==> src/rtl/dcache2_expun_ctl.sv <==
// dcache2_expun_ctl
//   Consumes the L2 dcache tag array's eviction outputs. After reset it drives
//   the tag-RAM init sequence. In RUN it captures victim lines into a small
//   show-ahead FIFO and offers them to the writeback path on valid/ready.
//
// Ports
//   clk, rst        clock (rising edge), asynchronous active-low reset
//   init            tag-RAM init strobe
//   initCount[7:0]  tag set index being cleared
//   init_done       high once init has completed, until reset
//   exp_valid       victim present this cycle
//   exp_odd         victim bank (0 even, 1 odd)
//   exp_addrE/O     even/odd bank victim line address {tag, set}
//   exp_dirty       victim dirty bit
//   exp_excl        victim exclusive bit
//   exp_stall       registered throttle back to the expunge requester
//   wb_valid/ready  writeback request handshake
//   wb_addr/dirty/excl/odd  head-of-FIFO victim
//   err_ovf         sticky: a victim was lost to FIFO overflow
module dcache2_expun_ctl #(
  parameter int unsigned DEPTH      = 4,
  parameter bit          FWD_CLEAN  = 1'b0,
  parameter int unsigned INIT_LINES = 256
) (
  input  logic        clk,
  input  logic        rst,
  output logic        init,
  output logic [7:0]  initCount,
  output logic        init_done,
  input  logic        exp_valid,
  input  logic        exp_odd,
  input  logic [35:0] exp_addrE,
  input  logic [35:0] exp_addrO,
  input  logic        exp_dirty,
  input  logic        exp_excl,
  output logic        exp_stall,
  output logic        wb_valid,
  input  logic        wb_ready,
  output logic [35:0] wb_addr,
  output logic        wb_dirty,
  output logic        wb_excl,
  output logic        wb_odd,
  output logic        err_ovf
);

  localparam int unsigned PtrW = $clog2(DEPTH);
  localparam int unsigned CntW = PtrW + 1;
  localparam logic [CntW-1:0] DepthCnt = CntW'(DEPTH);
  // One slot of margin: the tag pipeline can still deliver one victim after stall.
  localparam logic [CntW-1:0] StallLvl = CntW'(DEPTH - 1);
  localparam logic [7:0]      LastLine = 8'(INIT_LINES - 1);

  typedef enum logic [1:0] {StIdle0, StInit, StRun} state_e;

  state_e state_q, state_d;
  logic [7:0] init_cnt_q, init_cnt_d;
  logic       exp_stall_q, exp_stall_d;
  logic       err_ovf_q, err_ovf_d;

  logic [35:0]     addr_q  [DEPTH];
  logic [DEPTH-1:0] dirty_q, excl_q, odd_q;
  logic [PtrW-1:0] wr_ptr_q, wr_ptr_d, rd_ptr_q, rd_ptr_d;
  logic [CntW-1:0] count_q, count_d;

  logic        full, push, push_ok, pop;
  logic [35:0] push_addr;

  // ---------------------------------------------------------------------------
  // FSM: state register
  // ---------------------------------------------------------------------------
  always_ff @(posedge clk or negedge rst) begin
    if (!rst) begin
      state_q    <= StIdle0;
      init_cnt_q <= 8'd0;
    end else begin
      state_q    <= state_d;
      init_cnt_q <= init_cnt_d;
    end
  end

  // FSM: next state
  always_comb begin
    state_d    = state_q;
    init_cnt_d = init_cnt_q;
    unique case (state_q)
      StIdle0: state_d = StInit;
      StInit: begin
        if (init_cnt_q == LastLine) begin
          state_d = StRun;
        end else begin
          init_cnt_d = init_cnt_q + 8'd1;
        end
      end
      StRun:   state_d = StRun;
      default: state_d = StIdle0;
    endcase
  end

  // FSM: outputs
  always_comb begin
    init      = (state_q == StInit);
    init_done = (state_q == StRun);
    initCount = init_cnt_q;
  end

  // ---------------------------------------------------------------------------
  // Victim FIFO control
  // ---------------------------------------------------------------------------
  always_comb begin
    full      = (count_q == DepthCnt);
    wb_valid  = (count_q != '0);
    pop       = wb_valid & wb_ready;
    push      = (state_q == StRun) & exp_valid & (exp_dirty | FWD_CLEAN);
    // A pop in the same cycle frees the slot, so a full FIFO can still accept.
    push_ok   = push & (~full | pop);
    push_addr = exp_odd ? exp_addrO : exp_addrE;

    wr_ptr_d = push_ok ? wr_ptr_q + PtrW'(1) : wr_ptr_q;
    rd_ptr_d = pop ? rd_ptr_q + PtrW'(1) : rd_ptr_q;

    count_d = count_q;
    if (push_ok && !pop) begin
      count_d = count_q + CntW'(1);
    end else if (!push_ok && pop) begin
      count_d = count_q - CntW'(1);
    end

    err_ovf_d   = err_ovf_q | (push & full & ~pop);
    exp_stall_d = (state_d != StRun) | (count_d >= StallLvl);
  end

  always_ff @(posedge clk or negedge rst) begin
    if (!rst) begin
      wr_ptr_q    <= '0;
      rd_ptr_q    <= '0;
      count_q     <= '0;
      err_ovf_q   <= 1'b0;
      exp_stall_q <= 1'b1;
      dirty_q     <= '0;
      excl_q      <= '0;
      odd_q       <= '0;
      for (int i = 0; i < int'(DEPTH); i++) begin
        addr_q[i] <= '0;
      end
    end else begin
      wr_ptr_q    <= wr_ptr_d;
      rd_ptr_q    <= rd_ptr_d;
      count_q     <= count_d;
      err_ovf_q   <= err_ovf_d;
      exp_stall_q <= exp_stall_d;
      if (push_ok) begin
        addr_q[wr_ptr_q]  <= push_addr;
        dirty_q[wr_ptr_q] <= exp_dirty;
        excl_q[wr_ptr_q]  <= exp_excl;
        odd_q[wr_ptr_q]   <= exp_odd;
      end
    end
  end

  // Show-ahead: head entry drives the request straight from storage.
  always_comb begin
    wb_addr   = addr_q[rd_ptr_q];
    wb_dirty  = dirty_q[rd_ptr_q];
    wb_excl   = excl_q[rd_ptr_q];
    wb_odd    = odd_q[rd_ptr_q];
    exp_stall = exp_stall_q;
    err_ovf   = err_ovf_q;
  end

endmodule

==> config.mk <==
export PLATFORM = sky130hd
export DESIGN_NAME = dcache2_expun_ctl
export DESIGN_NICKNAME = d
export VERILOG_FILES = /design/src/rtl/dcache2_expun_ctl.sv
export SDC_FILE = /design/constraint.sdc
export NUM_CORES = 1
export LEC_CHECK = 0
export ABC_AREA = 1
export BUFFER_PORTS_ARGS = -buffer_cell sky130_fd_sc_hd__buf_2
export CORE_MARGIN = 2
export CORE_UTILIZATION = 57
export DETAILED_ROUTE_END_ITERATION = 7
export GPL_TIMING_DRIVEN = 0
export HOLD_SLACK_MARGIN = 0.02
export PLACE_DENSITY = 0.91
export SLEW_MARGIN = 20
export SYNTH_ARGS = -nofsm -noshare
export SYNTH_HDL_FRONTEND = slang
export SYNTH_SLANG_ARGS = --single-unit
==> constraint.sdc <==
create_clock -name clk -period 2.2 [get_ports clk]
set_input_delay 0.44 -clock clk [delete_from_list [all_inputs] [get_ports clk]]
set_output_delay 0.44 -clock clk [all_outputs]
set_load 0.03 [all_outputs]
==> reports/summary.log <==
INFO  grt            grt_pass1_vias=8041
INFO  timing         skew=0.006350ns
INFO  min_path       timing.hold.worst_path_depth=3
INFO  status         failed_checks=negative setup slack
INFO  logic_synthesis synth_enable_flop_cells=0
INFO  timing         hold_slack=0.2827ns
INFO  logic_synthesis synthesis.area_per_instance=8.064um2
INFO  logic_synthesis yosys.area_share.xor_xnor=0.7255%
INFO  cts            ctsHtreeMaxLevel=4
INFO  logic_synthesis synth.mux.area_fraction=4.797%
INFO  finish         area_growth=22.55%
INFO  detailed_routing wl_per_cell=17.91um
INFO  logic_synthesis syn-cell-area=8451um2
INFO  critical_path  timing.critical_path.to=wb_addr[18]
INFO  finish         insertedDiodeCount=0
INFO  critical_path  start_kind=flip-flop
INFO  place          placed_instance_area=9364um2
INFO  logic_synthesis postSynthNetCount=1135
INFO  critical_path  worstPathRequired=1.76ns
INFO  logic_synthesis synth-adder-area-share=1.184%
INFO  critical_path  setup.worst_path.end_class=output port
INFO  power_and_ir_drop power.total=11.92mW
INFO  finish         layout.nets=1287
INFO  timing         finalCritPeriodShare=103.4%
INFO  logic_synthesis yosysWarnings=0
INFO  timing         max_slew.worst_pin.slew=0.7890ns
INFO  cts            clk_pin_slew=0.07ns
INFO  critical_path  rr_worst_depth=8
INFO  logic_synthesis ys_types=34
INFO  cts            clk_latency=0.44ns
INFO  logic_synthesis post_synth_and_or_nand_nor_area_fraction=26.31%
INFO  cts            cts_root_buffer=sky130_fd_sc_hd__clkbuf_16
INFO  critical_path  timing.rr.start=count_q[0]
INFO  logic_synthesis synth_seq_cells=175
INFO  floorplanning  core_area=14530um2
INFO  critical_path  crit_arrival=1.84ns
INFO  critical_path  cp_startpoint=rd_ptr_q[0]
INFO  floorplanning  die-width=125.8um
INFO  cts            cts.sinks=175
INFO  grt            pin_count_of_the_biggest_net_entering_global_routing=97
INFO  logic_synthesis synth_commonest_cells=sky130_fd_sc_hd__nand2_1 (452), sky130_fd_sc_hd__dfrtp_1 (174), sky130_fd_sc_hd__o21ai_0 (117)
INFO  power_and_ir_drop power.leakage=5.589nW
INFO  cts            clock_path_buffers=2
INFO  timing         min_period=2.275ns
INFO  power_and_ir_drop max-vdd-ir-drop=790.7uV
INFO  grt            antenna_violations_before_repair=0
INFO  logic_synthesis yosysSeqAreaShare=51.84%
INFO  timing         setup_slack=-0.07522ns
INFO  timing         timing.final.hold_violations=0
INFO  min_path       hp-class=in -> reg
INFO  detailed_routing dr.pass1.iters=5
INFO  logic_synthesis cell_with_the_most_instances_after_synthesis=sky130_fd_sc_hd__nand2_1
INFO  grt            grt_usage=31.56%
INFO  floorplanning  die_height=125.8um
INFO  detailed_routing dr.first_iter.drc_count=1003
INFO  min_path       timing.hold.worst.start=exp_excl
INFO  detailed_routing finalWirelength=25.02mm
INFO  finish         final_cells=1397
INFO  place          hpwl=15.53mm
INFO  logic_synthesis synth_top_area_share=51.53%
INFO  floorplanning  row_count=44
INFO  status         run_status=finished with violations
INFO  timing         max_slew_margin=47.40%
INFO  power_and_ir_drop pwr_density_cell=1151nW/um2
INFO  timing         timing_max_transition_violations_final=0
INFO  timing         unrepaired_setup_endpoints_after_global_routing=true
INFO  place          globalplace.congestion=0.8542
INFO  critical_path  cp_max_fo=10
INFO  grt            global_route_wire_length_before_repair=39.43mm
INFO  detailed_routing post_drt_via_cell_ratio=5.825
INFO  cts            numCtsBuffers=17
INFO  finish         drive_above_1_share=23.25%
INFO  detailed_routing drtAntennaViolNets=0
INFO  grt            globalRoute.totalOverflow=0
INFO  logic_synthesis ranking_of_synthesized_cells_by_area=sky130_fd_sc_hd__dfrtp_1 (52%), sky130_fd_sc_hd__nand2_1 (20%), sky130_fd_sc_hd__o21ai_0 (6.9%)
INFO  place          port_buffers=129
INFO  floorplanning  io-pin-count=131
INFO  logic_synthesis async_reset_ff_share=100.0%
INFO  logic_synthesis yosysTopAreaCell=sky130_fd_sc_hd__dfrtp_1
INFO  critical_path  worst-setup-path-type=reg -> out
INFO  detailed_routing detailroute.via_count=8138
INFO  floorplanning  floorplan.initialDensity=58.14%
INFO  timing         fmax=439.5MHz
INFO  critical_path  regToRegEndpoint=addr_q[125]
INFO  timing         finalSetupViolCount=5
INFO  job            maxcap_violations=0
INFO  place          post-place-cells=1362
INFO  logic_synthesis synth-compound-area-share=10.19%
INFO  critical_path  setup.reg_to_reg.worst_slack=0.18ns
INFO  logic_synthesis postSynth.topFlopCell=sky130_fd_sc_hd__dfrtp_1
INFO  detailed_routing route.detailed.drc=0
INFO  finish         finish.instance_area=10360um2
INFO  logic_synthesis postSynthCellCount=1048
INFO  cts            cts_tree=built
INFO  logic_synthesis dominant_combinational_cell_family_by_area_after_synthesis=simple AND/OR/NAND/NOR gates
INFO  floorplanning  floorplan.die_area=15820um2
-- critical path, stage by stage, from the launching register on --
cell and delay [ns]:
sky130_fd_sc_hd__dfrtp_1 0.37, sky130_fd_sc_hd__buf_6 0.16, sky130_fd_sc_hd__buf_4 0.19, sky130_fd_sc_hd__o21ai_0 0.36, sky130_fd_sc_hd__o22ai_2 0.13, sky130_fd_sc_hd__buf_4 0.18
-- cell type report --
type                       count  area [um2]
sequential                   175        4382
clock buffer                  19       452.9
multi-input combinational    783        3720
inverter                      25       106.4
fill                        1054        4178
tap                          184       230.2
timing repair buffer         133       800.8
clock inverter                13       185.2
buffer                        65       479.2
-- cells by family after synthesis --
group           count (synthesis)
compound gates                161
xor+xnor                        7
fa+ha+maj                       8
buf+inv                        90
flops                         175
mux                            36
simple gates                  571
-- flip-flops by register name, summed over array words and instances (netlist names) --
signal and cells:
exp_stall 1, state_q 2, excl_q 4, addr_q 144, err_ovf 1, wr_ptr_q 2, initCount 8, dirty_q 4
count_q 3, rd_ptr_q 2, odd_q 4
-- metrics by stage --
stage	utilization, %	setup TNS, ns	worst slack, ns
2_1_floorplan	-	0	0.2150
3_3_place_gp	64.17	-346.38	-1.988
3_5_place_dp	64.43	-1.189	-0.1743
4_1_cts	70.38	0	0.01487
5_1_grt	71.26	-1.027	-0.1070
6_report	71.26	-0.1806	-0.07522
-- cell usage in the layout, fill, tap and decap left out, drive strengths merged, types with 2 or more instances in the layout --
cell and instances:
clkinv 4, clkbuf 43, mux2 36, xor2 5, nand4 2, clkinvlp 5
o22ai 39, or2 4, nor3 2, a21oi 4, xnor2 2, ha 8
buf 173, bufinv 4, dfrtp 174, nor2 95, nand2 454, inv 25
o21ai 117, nand3 11
-- metal layers --
metal,up-vias,part of all wire [%],global-route usage [%]
met2,523,48,50.68
met3,100,10,6.882
li1,3662,-,-
met1,3853,37,39.98
met4,0,4.1,17.84
met5,-,0,0
-- report_power, final --
| group | switching (mW) | internal (mW) | total (mW) | leakage [nW] |
|---|---|---|---|---|
| clock | 1.32 | 1.96 | 3.28 | 0.298 |
| combinational | 3.31 | 1.85 | 5.16 | 2.95 |
| sequential | 0.114 | 3.36 | 3.48 | 2.34 |
| total | 4.75 | 7.17 | 11.9 | 5.59 |
-- repair_timing --
item | 4_1_cts | 5_1_grt
setup buffers | 0 | 1
hold buffers | 1 | 0
endpoints found under the hold margin | 32 | 0
pin swaps | 5 | 10
gates cloned | 0 | 1
setup endpoints to repair | 39 | 33
gates resized for setup | 79 | 62
-- worst min-delay path by stage --
stage | to | slack, ns
2_1_floorplan | addr_q[0] | 0.14
3_3_place_gp | dirty_q[1] | 0.45
3_5_place_dp | dirty_q[2] | 0.45
4_1_cts | excl_q[0] | 0.27
5_1_grt | excl_q[1] | 0.28
6_report | excl_q[0] | 0.28
Note: power is estimated with default switching activity, not from simulation.
